[src/rtl/layer_train_sequencer_pkg.sv]
// layer_train_sequencer_pkg
// Shared definitions for the layer training sequencer.
//   PK_WIDTH / PK_LEN / PK_BITS : packed vector geometry (7-bit signed x 9 = 63 bits)
//   IDX_W / ERR_W               : element index width and error-sum width
//   seq_state_t                 : sequencer state enumeration
//   pk_elem()                   : select element idx out of a packed vector
// Element i of a packed vector occupies bits [i*PK_WIDTH +: PK_WIDTH].
package layer_train_sequencer_pkg;

  localparam int PK_WIDTH = 7;
  localparam int PK_LEN   = 9;
  localparam int PK_BITS  = PK_WIDTH * PK_LEN;
  localparam int IDX_W    = 4;
  // 9 * 64 = 576 fits in 10 bits.
  localparam int ERR_W    = 10;

  typedef enum logic [2:0] {
    ST_IDLE,
    ST_ISSUE_FWD,
    ST_WAIT_FWD,
    ST_ACK_FWD,
    ST_BP_DRIVE,
    ST_ACK_BP,
    ST_ERR_ACC,
    ST_DONE
  } seq_state_t;

  function automatic logic signed [PK_WIDTH-1:0] pk_elem(
    input logic [PK_BITS-1:0] vec,
    input logic [IDX_W-1:0]   idx
  );
    return vec[int'(idx)*PK_WIDTH +: PK_WIDTH];
  endfunction

endpackage

[src/rtl/layer_train_sequencer_err_accum.sv]
// seq_err_accum
// Walks the captured delta vector one element per cycle and accumulates the
// absolute value of each element.
//   clk, rst_n   : clock, asynchronous active-low reset
//   i_clear      : zero the index and the accumulator
//   i_start      : accumulate element [index] this cycle and advance
//   i_delta      : packed delta vector (held stable while accumulating)
//   o_sum        : running sum of |delta[i]|
//   o_finished   : high in the cycle the last element is being added
module seq_err_accum
  import layer_train_sequencer_pkg::*;
(
  input  logic               clk,
  input  logic               rst_n,
  input  logic               i_clear,
  input  logic               i_start,
  input  logic [PK_BITS-1:0] i_delta,
  output logic [ERR_W-1:0]   o_sum,
  output logic               o_finished
);

  logic [IDX_W-1:0]  r_idx;
  logic [ERR_W-1:0]  r_sum;
  logic [PK_WIDTH:0] w_abs [PK_LEN];
  logic              w_last;

  // Absolute value of every element, computed one bit wider so that the most
  // negative element (-64) maps to +64 instead of wrapping.
  genvar gi;
  generate
    for (gi = 0; gi < PK_LEN; gi++) begin : g_abs
      logic signed [PK_WIDTH-1:0] w_elem;
      logic signed [PK_WIDTH:0]   w_ext;
      assign w_elem    = pk_elem(i_delta, IDX_W'(gi));
      assign w_ext     = {w_elem[PK_WIDTH-1], w_elem};
      assign w_abs[gi] = w_ext[PK_WIDTH] ? -w_ext : w_ext;
    end
  endgenerate

  assign w_last     = (r_idx == IDX_W'(PK_LEN - 1));
  assign o_finished = i_start & w_last;
  assign o_sum      = r_sum;

  always_ff @(posedge clk or negedge rst_n) begin
    if (!rst_n) begin
      r_idx <= '0;
      r_sum <= '0;
    end else if (i_clear) begin
      r_idx <= '0;
      r_sum <= '0;
    end else if (i_start) begin
      r_sum <= r_sum + ERR_W'(w_abs[r_idx]);
      if (!w_last) begin
        r_idx <= r_idx + 1'b1;
      end
    end
  end

endmodule

[src/rtl/layer_train_sequencer.sv]
// layer_train_sequencer
// Initiator side of the layer valid/ack protocol. One host start runs a
// forward multiply, acks it, runs backprop with the target vector, acks the
// delta, then sums |delta[i]| over the 9 elements.
// Ports:
//   clk, reset (async, active-low)
//   start, sample_in, target_in          : host request (start sampled in IDLE)
//   busy, done, fwd_result, delta_result, err_sum, timeout : host results
//   layer_mult, layer_backprop, layer_ack, layer_output_layer, layer_data_out
//                                        : requests to the layer
//   layer_data_in, layer_valid           : layer results
// All outputs are registered. Output registers are decoded from the next
// state so that each output is high during the state it belongs to.
// Build option: define SEQ_TIMEOUT_EN to bound the wait for layer_valid to
// TIMEOUT_CYCLES cycles; otherwise waits are unbounded and timeout is 0.
module layer_train_sequencer #(
  parameter int PK_WIDTH       = 7,
  parameter int PK_LEN         = 9,
  parameter int TIMEOUT_CYCLES = 255,
  parameter int OUTPUT_LAYER   = 1
) (
  input  logic                         clk,
  input  logic                         reset,
  input  logic                         start,
  input  logic [PK_WIDTH*PK_LEN-1:0]   sample_in,
  input  logic [PK_WIDTH*PK_LEN-1:0]   target_in,
  output logic                         busy,
  output logic                         done,
  output logic [PK_WIDTH*PK_LEN-1:0]   fwd_result,
  output logic [PK_WIDTH*PK_LEN-1:0]   delta_result,
  output logic [9:0]                   err_sum,
  output logic                         timeout,
  output logic                         layer_mult,
  output logic                         layer_backprop,
  output logic                         layer_ack,
  output logic                         layer_output_layer,
  output logic [PK_WIDTH*PK_LEN-1:0]   layer_data_out,
  input  logic [PK_WIDTH*PK_LEN-1:0]   layer_data_in,
  input  logic                         layer_valid
);

  import layer_train_sequencer_pkg::*;

  localparam int VEC_W = PK_WIDTH * PK_LEN;

  seq_state_t       r_state;
  seq_state_t       w_state_next;

  logic [VEC_W-1:0] r_sample;
  logic [VEC_W-1:0] r_target;
  logic [VEC_W-1:0] w_sample_cur;
  logic [VEC_W-1:0] r_fwd_result;
  logic [VEC_W-1:0] r_delta_result;
  logic [VEC_W-1:0] r_data_out;
  logic             r_busy;
  logic             r_done;
  logic             r_mult;
  logic             r_backprop;
  logic             r_ack;
  logic             r_timeout;
  logic             r_out_layer;

  logic             w_acc_finished;
  logic [9:0]       w_err_sum;
  logic             w_timeout_hit;
  logic             w_waiting;

  assign w_waiting = (r_state == ST_WAIT_FWD) || (r_state == ST_BP_DRIVE);

`ifdef SEQ_TIMEOUT_EN
  localparam int CNT_W = ($clog2(TIMEOUT_CYCLES + 1) > 8) ? $clog2(TIMEOUT_CYCLES + 1) : 8;

  logic [CNT_W-1:0] r_wait_cnt;

  // Cleared in the state before each wait so the count starts at 0 on entry.
  always_ff @(posedge clk or negedge reset) begin
    if (!reset) begin
      r_wait_cnt <= '0;
    end else if ((r_state == ST_ISSUE_FWD) || (r_state == ST_ACK_FWD)) begin
      r_wait_cnt <= '0;
    end else if (w_waiting && !layer_valid) begin
      r_wait_cnt <= r_wait_cnt + 1'b1;
    end
  end

  assign w_timeout_hit = w_waiting && !layer_valid &&
                         (r_wait_cnt == CNT_W'(TIMEOUT_CYCLES - 1));
`else
  logic w_unused_timeout_cfg;
  assign w_unused_timeout_cfg = ^32'(TIMEOUT_CYCLES) ^ w_waiting;
  assign w_timeout_hit        = 1'b0;
`endif

  // The latched sample is not available yet in the cycle start is accepted.
  assign w_sample_cur = (r_state == ST_IDLE) ? sample_in : r_sample;

  always_ff @(posedge clk or negedge reset) begin
    if (!reset) begin
      r_state <= ST_IDLE;
    end else begin
      r_state <= w_state_next;
    end
  end

  always_comb begin
    w_state_next = r_state;
    unique case (r_state)
      ST_IDLE:      if (start) w_state_next = ST_ISSUE_FWD;
      ST_ISSUE_FWD: w_state_next = ST_WAIT_FWD;
      ST_WAIT_FWD: begin
        if (layer_valid)        w_state_next = ST_ACK_FWD;
        else if (w_timeout_hit) w_state_next = ST_IDLE;
      end
      // layer_valid is deliberately ignored here: the layer only drops it
      // after seeing the ack.
      ST_ACK_FWD:   w_state_next = ST_BP_DRIVE;
      ST_BP_DRIVE: begin
        if (layer_valid)        w_state_next = ST_ACK_BP;
        else if (w_timeout_hit) w_state_next = ST_IDLE;
      end
      ST_ACK_BP:    w_state_next = ST_ERR_ACC;
      ST_ERR_ACC:   if (w_acc_finished) w_state_next = ST_DONE;
      ST_DONE:      w_state_next = ST_IDLE;
      default:      w_state_next = ST_IDLE;
    endcase
  end

  always_ff @(posedge clk or negedge reset) begin
    if (!reset) begin
      r_sample       <= '0;
      r_target       <= '0;
      r_fwd_result   <= '0;
      r_delta_result <= '0;
      r_data_out     <= '0;
      r_busy         <= 1'b0;
      r_done         <= 1'b0;
      r_mult         <= 1'b0;
      r_backprop     <= 1'b0;
      r_ack          <= 1'b0;
      r_timeout      <= 1'b0;
      r_out_layer    <= (OUTPUT_LAYER != 0);
    end else begin
      r_out_layer <= (OUTPUT_LAYER != 0);
      r_timeout   <= w_timeout_hit;
      r_mult      <= (w_state_next == ST_ISSUE_FWD);
      r_backprop  <= (w_state_next == ST_BP_DRIVE);
      r_ack       <= (w_state_next == ST_ACK_FWD) || (w_state_next == ST_ACK_BP);
      r_done      <= (w_state_next == ST_DONE);
      r_busy      <= (w_state_next != ST_IDLE) && (w_state_next != ST_DONE);

      if ((r_state == ST_IDLE) && start) begin
        r_sample <= sample_in;
        r_target <= target_in;
      end

      if ((r_state == ST_WAIT_FWD) && layer_valid) begin
        r_fwd_result <= layer_data_in;
      end
      if ((r_state == ST_BP_DRIVE) && layer_valid) begin
        r_delta_result <= layer_data_in;
      end

      unique case (w_state_next)
        ST_ISSUE_FWD, ST_WAIT_FWD, ST_ACK_FWD: r_data_out <= w_sample_cur;
        ST_BP_DRIVE, ST_ACK_BP:                r_data_out <= r_target;
        default:                               r_data_out <= '0;
      endcase
    end
  end

  seq_err_accum u_err_accum (
    .clk        (clk),
    .rst_n      (reset),
    .i_clear    (r_state == ST_ACK_BP),
    .i_start    (r_state == ST_ERR_ACC),
    .i_delta    (r_delta_result),
    .o_sum      (w_err_sum),
    .o_finished (w_acc_finished)
  );

  assign busy               = r_busy;
  assign done               = r_done;
  assign fwd_result         = r_fwd_result;
  assign delta_result       = r_delta_result;
  assign err_sum            = w_err_sum;
  assign timeout            = r_timeout;
  assign layer_mult         = r_mult;
  assign layer_backprop     = r_backprop;
  assign layer_ack          = r_ack;
  assign layer_output_layer = r_out_layer;
  assign layer_data_out     = r_data_out;

endmodule

[config.mk]
export PLATFORM = sky130hd
export DESIGN_NAME = layer_train_sequencer
export DESIGN_NICKNAME = d
export VERILOG_FILES = /design/src/rtl/layer_train_sequencer_pkg.sv /design/src/rtl/layer_train_sequencer_err_accum.sv /design/src/rtl/layer_train_sequencer.sv
export SDC_FILE = /design/constraint.sdc
export NUM_CORES = 1
export LEC_CHECK = 0
export BUFFER_PORTS_ARGS = -buffer_cell sky130_fd_sc_hd__buf_2
export CORE_AREA = 2 2 349 178
export CTS_CLUSTER_DIAMETER = 30
export CTS_CLUSTER_SIZE = 16
export DETAILED_ROUTE_END_ITERATION = 8
export DIE_AREA = 0 0 351 180
export GPL_ROUTABILITY_DRIVEN = 0
export PLACE_DENSITY = 0.49
export SYNTH_ARGS = -nofsm -noshare
export SYNTH_HDL_FRONTEND = slang
export SYNTH_SLANG_ARGS = --single-unit
[constraint.sdc]
create_clock -name clk -period 4 [get_ports clk]
set_input_delay 0.4 -clock clk [delete_from_list [all_inputs] [get_ports clk]]
set_output_delay 0.4 -clock clk [all_outputs]
set_load 0.02 [all_outputs]
Word level (Yosys, flattened, before mapping)
Cells that the tools add are included.

word-level totals
  bits in registers = 337
  input bits = 193

operators by class
  $add $sub $neg = 11
  magnitude comparators = 1
  equality and inequality tests = 16
  multiplexer cells = 24
  bitwise gates (word level) = 2
  reductions and logical operators = 11

operators with widths
  operator                                                                count
  63-bit one-hot mux with 2 select lines                                  1
  8-bit two-way mux                                                       11
  7-bit negation with 8-bit output                                        9
  63-bit two-way mux                                                      1
  8-bit binary-select mux with 4-bit select                               1
  3-bit one-hot mux with 8 select lines                                   1
  3-bit equality test (second input constant)                             7
  10-bit two-way mux                                                      2
  3-bit by 2-bit equality test with 1-bit output (second input constant)  4
  3-bit two-way mux                                                       4
  4-bit two-way mux                                                       3
  10-bit by 8-bit adder with 10-bit output                                1
  3-bit by 1-bit equality test with 1-bit output (second input constant)  2
  5-bit >= comparator (second input constant)                             1
  4-bit NOT with 5-bit output                                             1
  4-bit by 1-bit adder with 4-bit output (second input constant)          1
  4-bit equality test (second input constant)                             1
  1-bit logical AND                                                       4
  3-bit zero test                                                         1
  3-bit != test (second input constant)                                   1
  3-bit nonzero test                                                      1
  3-bit OR reduction                                                      1
  2-bit by 1-bit != test with 1-bit output (second input constant)        1
  2-bit AND reduction                                                     1
  4 further kinds                                                         4

Logic depth before layout (Yosys ltp)
Gate-level depths: netlist (run 1).

  depth in word-level cells = 8
  depth in mapped cells = 15
  gate-level depth less buffers = 15

By module
Synthesis (run 1) repeated with hierarchy kept, for this count alone.

second synthesis, totals
  cell total of the unflattened synthesis = 1238
  area total of the unflattened synthesis = 16219.3 µm²

modules (own cells, without submodules)
  module                 times used  cells an instance  area an instance (µm²)  sequential area each (µm²)
  layer_train_sequencer  1           929                13689.4                 8082.8
  seq_err_accum          1           309                2529.9                  350.3

Worst setup path after synthesis (run 1)
OpenSTA, ideal clock, no wires.

  kind = register -> register
  start = register r_delta_result[42] (netlist: delta_result[42])
  end = register u_err_accum.r_sum[6] (netlist: u_err_accum.o_sum[6])
  library setup time = 0.122 ns
  arrival time = 3.019 ns
  required time = 3.878 ns
  setup slack = 0.860 ns
  cell stages (with the launch flop) = 14
  clock period less this slack = 3.140 ns
  cells stage by stage = dfrtp_1 -> inv_1 -> ha_1 -> nand2b_1 -> xnor2_1 -> mux4_2 -> a21oi_1 -> o22ai_1 -> ha_1 -> nor2b_1 -> o21ai_0 -> a21oi_1 -> or3_1 -> a32o_1

on the way
  cells in the longest elaborated chain, start to end = 8

ends and longest elaborated chain
  element                                                    RTL line                               RTL
  from (decl)                                                layer_train_sequencer.sv:53            logic [VEC_W-1:0] r_delta_result;
  from (signal assigned)                                     layer_train_sequencer.sv:160           r_delta_result <= layer_data_in;
  7-bit negation with 8-bit output                           layer_train_sequencer_err_accum.sv:36  assign w_abs[gi] = w_ext[PK_WIDTH] ? -w_ext : w_ext;
  8-bit two-way mux (*)                                      layer_train_sequencer_err_accum.sv:36
  8-bit binary-select mux with 4-bit select (*)              layer_train_sequencer_err_accum.sv:52  r_sum <= r_sum + ERR_W'(w_abs[r_idx]);
  8-bit two-way mux (implied by the code) (*) (2 in series)  layer_train_sequencer_err_accum.sv:52
  10-bit by 8-bit adder with 10-bit output (*)               layer_train_sequencer_err_accum.sv:52
  10-bit two-way mux (*)                                     layer_train_sequencer_err_accum.sv:51  end else if (i_start) begin
  10-bit two-way mux (*)                                     layer_train_sequencer_err_accum.sv:48  end else if (i_clear) begin
  to (signal assigned)                                       layer_train_sequencer_err_accum.sv:52
  to (decl)                                                  layer_train_sequencer_err_accum.sv:23  logic [ERR_W-1:0] r_sum;

Every way passes the cells marked *; elsewhere a longest branch is shown, timed or not. The select of a mux whose other input is x is not followed.
A chain may end at the register's enable or synchronous reset.

Final worst setup path (run 1)
  start = register r_delta_result[28] (netlist: delta_result[28])
  end = register u_err_accum.r_sum[8] (netlist: u_err_accum.o_sum[8])

The elaborated chain is that of the path after synthesis.

==> run_results.csv, run 1 <==
group,metric,value,unit
status,status,"complete, no violations",
power_and_ir_drop,power-per-cell-area,1030,nW/um^2
floorplan,coreArea,60300,sq um
sta,fin_skew,0.0164,ns
synthesis,synth_most_common_cell,"dfrtp_1",
clocking,cts_tree,"done",
grt,grt_pass1_wl,74000,um
synthesis,yosysUniqueCellTypes,54,
detailed_routing,via_per_inst,4.42,
worst_setup_path,path_class,"reg -> reg",
min_path,hold_class,"in -> reg",
sta,rsz0062_at_grt,"false",
clocking,clkLatencyLatePin,0.57,ns
sta,period_minus_slack,3.47,ns
clocking,clk_pin_slew,0.06,ns
synthesis,synth.top_cell.area_share,56.5,%
finish,nNetsFinal,1792,
worst_setup_path,worstSetupStartpointType,"flip-flop",
worst_setup_path,crit_path_max_fanout,5,
detailed_routing,wl_per_cell,20.0,um
clocking,cts-buffers-inserted,68,
worst_setup_path,arrival,3.96,ns
run,maxCapViolCount,0,
grt,antenna_found_initial,7,
placed_design,placed_cell_area,17900,sq um
synthesis,synthSimpleGateAreaFrac,5.80,%
power_and_ir_drop,total_power,21100,uW
worst_setup_path,crit_buf_inv,2,
floorplan,rows,64,
synthesis,ys_seq_area_share,56.5,%
worst_setup_path,cpMaxStageDelayCell,"mux4_2",
floorplan,start_util,24.7,%
synthesis,synthTopCellsByCount,"dfrtp_1, mux2_2, nand2_1",
clocking,root_buffer,"clkbuf_16",
power_and_ir_drop,vdd_drop_max,0.000450,V
synthesis,synth_cells,1149,
synthesis,async_reset_ff_share,100,%
grt,grt_pass1_vias,11300,
finish,drive_gt1_share,48.7,%
sta,worst_pin_slew,0.960,ns
worst_setup_path,end_kind,"flip-flop",
clocking,clock_sinks,337,
placed_design,port_buffers,396,
detailed_routing,drt_iter0_drc,660,
detailed_routing,num_vias,10900,
clocking,h-tree-depth,3,
grt,grt_start_max_net_pins,112,
synthesis,synth_flop_cell,"dfrtp_1",
detailed_routing,firstDrtPassIters,5,
synthesis,synth_top_cell_by_area,"dfrtp_1",
synthesis,synth.top_cells.by_area,"dfrtp_1, mux2_2, mux2i_1, o21ai_0, nand2_1",
sta,fmax,0.288,GHz
synthesis,avgSynthCellArea,13.0,sq um
synthesis,synth_fa_ha_area_share,1.81,%
sta,hold_viol_final,0,
sta,setup_viol_count_final,0,
synthesis,synth_mux_area_share,24.4,%
sta,fin_crit_sh,86.7,%
synthesis,synth_edf_count,0,
synthesis,synth_xor_area_share,2.70,%
detailed_routing,wl,49300,um
sta,totalNegativeSetupSlack,0,ns
finish,syn2layout_area_growth,36.5,%
worst_setup_path,path_cells,"inv_1, ha_1, mux2i_1, mux4_2, mux2_2, o22ai_2, inv_1, fa_1, nor2b_1, o21ai_0, a21oi_1, o21ai_0, a21oi_1, mux2i_1",
finish,stdcell_area,20400,sq um
floorplan,die_h,180,um
floorplan,die_x,351,um
sta,max_slew_margin,36.0,%
detailed_routing,detail-route-antenna-nets,0,
detailed_routing,drcViolationCount,0,
synthesis,synth_area,14900,sq um
clocking,cts_resized,0,
sta,slew_violations,0,
clocking,cts_buffer_depth,3,
synthesis,synth_compound_area_share,5.72,%
grt,grt_usage,15.6,%
synthesis,synth-seq-cells,337,
floorplan,ios,399,
placed_design,dp_hpwl,35900,um
worst_setup_path,critPathMaxStageDelay,0.47,ns
worst_setup_path,cp_top_family,"multiplexers",
synthesis,synth_top_family_by_area,"multiplexers",
floorplan,dieArea,63200,sq um
worst_setup_path,required,4.49,ns
synthesis,yosys_warnings,0,
power_and_ir_drop,cellLeakagePower,0.00928,uW
grt,grt.overflow.total,0,
## final timing paths
kind | start | slack (ns) | depth (start not counted) | to
hold / removal | target_in[56] | 0.06 | 2 | r_target[56]$_DFFE_PN0P_
max in group asynchronous | reset | 2.47 | 3 | r_sample[51]$_DFFE_PN0P_
min in group asynchronous | reset | 0.50 | 2 | r_sample[9]$_DFFE_PN0P_
setup / recovery | delta_result[28]$_DFFE_PN0P_ | 0.53 | 14 | u_err_accum.o_sum[8]$_DFFE_PN0P_
hold reg to reg | r_target[25]$_DFFE_PN0P_ | 0.47 | 2 | layer_data_out[25]$_DFF_PN0_
setup reg to reg | delta_result[28]$_DFFE_PN0P_ | 0.53 | 14 | u_err_accum.o_sum[8]$_DFFE_PN0P_
## kinds of logic after synthesis
family,Yosys count
xor+xnor,46
buf+inv,89
compound gates,149
simple gates,183
mux,322
fa+ha+maj,21
other cells,2
flops,337
## per-layer routing
metal / GRT usage (%) / up-vias / share of wire [%]
li1: - / 4947 / -
met1: 22.1 / 5615 / 47
met2: 23.1 / 236 / 45
met3: 4.37 / 79 / 5.7
met4: 4.31 / 2 / 2.1
met5: 0 / - / 0.026
## sequential cells by signal, indices dropped and copies added (netlist names)
signal / flops
busy: 1
delta_result: 63
done: 1
fwd_result: 63
layer_ack: 1
layer_backprop: 1
layer_data_out: 63
layer_mult: 1
r_sample: 63
r_state: 3
r_target: 63
u_err_accum.o_sum: 10
u_err_accum.r_idx: 4
## cell type report
type	instances	area (sq um)
tap	825	1030
multi-input combinational	724	6110
timing repair buffer	419	2230
clock buffer	89	2000
fill	5982	39900
clock inverter	35	453
inverter	28	105
antenna	2	5.00
sequential	337	8430
## cells in the final DEF, fill, tap and decap left out, drive strengths merged, types with 7 or more instances in the layout
master and instances:
o21ai 101, nor2b 7, nand3 8, buf 418, clkinvlp 7, mux2i 77, a21oi 11, xor2 16
mux4 10, o31ai 13, dfrtp 337, nor2 23, xnor2 30, bufinv 8, ha 20, inv 32
clkbuf 89, clkinv 16, mux2 235, nand2 104
## power by group
| group | internal (uW) | switching (uW) | leakage [uW] | total (uW) |
|---|---|---|---|---|
| sequential | 5100 | 1330 | 0.00409 | 6430 |
| clock | 4050 | 1940 | 0.00119 | 5990 |
| combinational | 3700 | 4950 | 0.00399 | 8650 |
| total | 12900 | 8220 | 0.00928 | 21100 |
## metrics by stage
step,util (%),hold slack [ns],worst slack [ns],instances
4_1_cts,33.8,0.0113,0.569,2457
3_3_place_gp,29.7,0.460,0.607,2332
2_1_floorplan,-,0.104,0.860,1150
3_5_place_dp,29.7,0.463,0.575,2332
5_1_grt,33.8,0.0240,0.328,2459
6_report,33.8,0.0568,0.531,2459
## repair_timing
item	CTS	global route
endpoints found under the setup margin	0	0
hold buffers	1	0
hold endpoints to repair	105	0
setup buffers	0	0
Power figures use the tool's default switching activity.
==> inputs of run 2 (changes only) <==
ABC_AREA = 1   (was not set)
CORE_AREA = 2 2 356 182   (was 2 2 349 178)
DIE_AREA = 0 0 358 184   (was 0 0 351 180)
PLACE_DENSITY = 0.48   (was 0.49)
==> run 2 against run 1 <==
Effect of this change:
- synthesized cell count rose by 68%
- via count rose by 32%
- register-to-register slack got worse by 0.05 ns
- fmax fell by 1.4%
- critical endpoint unchanged
==> run_results.csv, run 2 <==
group,metric,value,unit
finish,layout_common_cells,"nand2_1, buf_2, dfrtp_1, o21ai_0, inv_1",
power_and_ir_drop,pwr-share-seq,30.4,%
sta,fin_skew,0.0161,ns
finish,nNetsFinal,2576,
sta,hold_viol_final,0,
synthesis,synthTopCellsByCount,"nand2_1, dfrtp_1, o21ai_0",
detailed_routing,num_vias,14400,
synthesis,synth_cells,1929,
synthesis,synth_compound_area_share,11.2,%
synthesis,avgSynthCellArea,8.03,sq um
finish,syn2layout_area_growth,36.0,%
synthesis,synth-seq-cells,337,
synthesis,synthSimpleGateAreaFrac,24.2,%
synthesis,yosys_warnings,0,
worst_setup_path,rr_worst_depth,14,
clocking,cts_buffer_depth,3,
grt,grt_usage,16.2,%
worst_setup_path,end_kind,"flip-flop",
clocking,cts_hold_buf,62,
worst_setup_path,path_class,"reg -> reg",
grt,grt_pass1_wl,83000,um
synthesis,synth_top_family_by_area,"simple AND/OR/NAND/NOR gates",
synthesis,synth_most_common_cell,"nand2_1",
sta,fin_hold_ws,0.0496,ns
sta,max_slew_margin,20.3,%
sta,fmax,0.284,GHz
synthesis,synth_top_cell_by_area,"dfrtp_1",
clocking,cts_resized,0,
grt,antenna_found_initial,7,
clocking,cts_tree,"done",
power_and_ir_drop,power.switching,8780,uW
detailed_routing,wl_per_cell,16.6,um
min_path,worstHoldPathCells,3,
floorplan,start_util,24.8,%
clocking,clkLatencyLatePin,0.60,ns
grt,grt.overflow.total,0,
power_and_ir_drop,p_clk_share,28.0,%
placed_design,dp_hpwl,38600,um
sta,period_minus_slack,3.52,ns
floorplan,ios,399,
sta,fin_crit_sh,88.0,%
sta,rsz0062_at_grt,"false",
status,status,"complete, no violations",
synthesis,synth_fa_ha_area_share,1.74,%
worst_setup_path,required,4.47,ns
power_and_ir_drop,p_int,11100,uW
placed_design,port_buffers,396,
sta,setup_viol_count_final,0,
synthesis,synth_flop_cell,"dfrtp_1",
synthesis,ys_seq_area_share,54.4,%
min_path,hold_class,"in -> reg",
floorplan,coreArea,62500,sq um
synthesis,synth_mux_area_share,0,%
synthesis,synth.top_cell.area_share,54.4,%
floorplan,rows,65,
floorplan,dieArea,65900,sq um
synthesis,synth.top_cells.by_area,"dfrtp_1, nand2_1, o21ai_0, nand3_1, inv_1",
floorplan,die_h,184,um
synthesis,synth_edf_count,0,
sta,totalNegativeSetupSlack,0,ns
clocking,root_buffer,"clkbuf_16",
grt,grt_pass1_vias,14000,
grt,grt_start_max_net_pins,127,
clocking,h-tree-depth,2,
detailed_routing,via_per_inst,4.43,
clocking,cts-buffers-inserted,60,
finish,antennaDiodeCount,0,
detailed_routing,detail-route-antenna-nets,0,
power_and_ir_drop,vdd_drop_max,0.000694,V
detailed_routing,drt_iter0_drc,1198,
synthesis,async_reset_ff_share,100,%
detailed_routing,firstDrtPassIters,5,
sta,worst_pin_slew,1.19,ns
sta,slew_violations,0,
worst_setup_path,arrival,3.98,ns
power_and_ir_drop,power-per-cell-area,944,nW/um^2
synthesis,synth_xor_area_share,0.226,%
finish,drive_gt1_share,22.5,%
worst_setup_path,worstSetupStartpointType,"flip-flop",
worst_setup_path,crit_path_max_fanout,34,
clocking,clock_sinks,337,
clocking,cts_setup_buffers,0,
detailed_routing,wl,54100,um
finish,mostFrequentLayoutCell,"nand2_1",
power_and_ir_drop,switching_share,44.1,%
clocking,clk_pin_slew,0.05,ns
synthesis,synth_area,15500,sq um
detailed_routing,drcViolationCount,0,
synthesis,yosysUniqueCellTypes,41,
power_and_ir_drop,power_frac_comb,41.5,%
floorplan,die_x,358,um
run,maxCapViolCount,0,
power_and_ir_drop,cellLeakagePower,0.0113,uW
## run 2: final timing paths
path | start | end | slack (ns)
max | u_err_accum.r_idx[0]$_DFFE_PN0P_ | u_err_accum.o_sum[8]$_DFFE_PN0P_ | 0.48
min | target_in[2] | r_target[2]$_DFFE_PN0P_ | 0.05
max reg2reg | u_err_accum.r_idx[0]$_DFFE_PN0P_ | u_err_accum.o_sum[8]$_DFFE_PN0P_ | 0.48
min reg2reg | r_target[10]$_DFFE_PN0P_ | r_target[10]$_DFFE_PN0P_ | 0.48
max in group asynchronous | reset | r_target[26]$_DFFE_PN0P_ | 2.52
min in group asynchronous | reset | layer_data_out[7]$_DFF_PN0_ | 0.43
## run 2: area by class of cell
type | instances | area (sq um)
Fill cell | 6603 | 41400
Sequential cell | 337 | 8430
Multi-Input combinational cell | 1280 | 5810
Timing Repair Buffer | 474 | 2780
Clock buffer | 70 | 1610
Tap cell | 837 | 1050
Inverter | 209 | 792
Clock inverter | 43 | 598
## run 2: metal layers
| layer | up-vias | global-route usage (%) | share of wire, % |
|---|---|---|---|
| li1 | 7012 | - | - |
| met1 | 6923 | 23.7 | 48 |
| met2 | 368 | 23.6 | 44 |
| met3 | 92 | 3.85 | 6.1 |
| met4 | 4 | 4.12 | 2.0 |
| met5 | - | 0 | 0.043 |
## run 2: cells by family (layout without fill, tap and decap cells)
group,after synthesis,after routing
AND/OR/NAND/NOR,917,917
adder cells (fa/ha/maj),21,21
AO/OA/AOI/OAI,335,335
flip-flops,337,337
XOR/XNOR,4,4
other,2,3
buffers and inverters,313,796
## run 2: critical path, cell delays in order (launching register included)
cell,delay [ns]
dfrtp_1,0.39
inv_2,0.49
nand2_1,0.26
nor3_1,0.55
nand2_1,0.13
nand2_1,0.10
ha_1,0.22
inv_1,0.08
fa_1,0.40
nand3b_1,0.18
nand2_1,0.14
nand2_1,0.07
a31o_2,0.21
nand3_1,0.06
o21ai_0,0.10
## run 2: power groups by stage
stage	logic (uW)	clock network, uW	registers, uW
after floorplan	4720	0	6770
after global placement	8130	0	6030
after detailed placement	8230	0	6080
after CTS	8320	5720	6040
after global routing	9320	5900	6250
final	8260	5570	6060
## run 2: stage by stage
stage | setup slack [ns] | utilization, % | area, sq um | power (uW) | instances
after CTS | 0.580 | 33.7 | 21100 | 20100 | 3250
after global routing | 0.166 | 33.7 | 21100 | 21500 | 3250
after floorplan | 1.22 | - | 15500 | 11500 | 1930
final | 0.481 | 33.7 | 21100 | 19900 | 3250
after detailed placement | 0.620 | 29.2 | 18200 | 14300 | 3075
after global placement | 0.750 | 29.2 | 18200 | 14200 | 3075
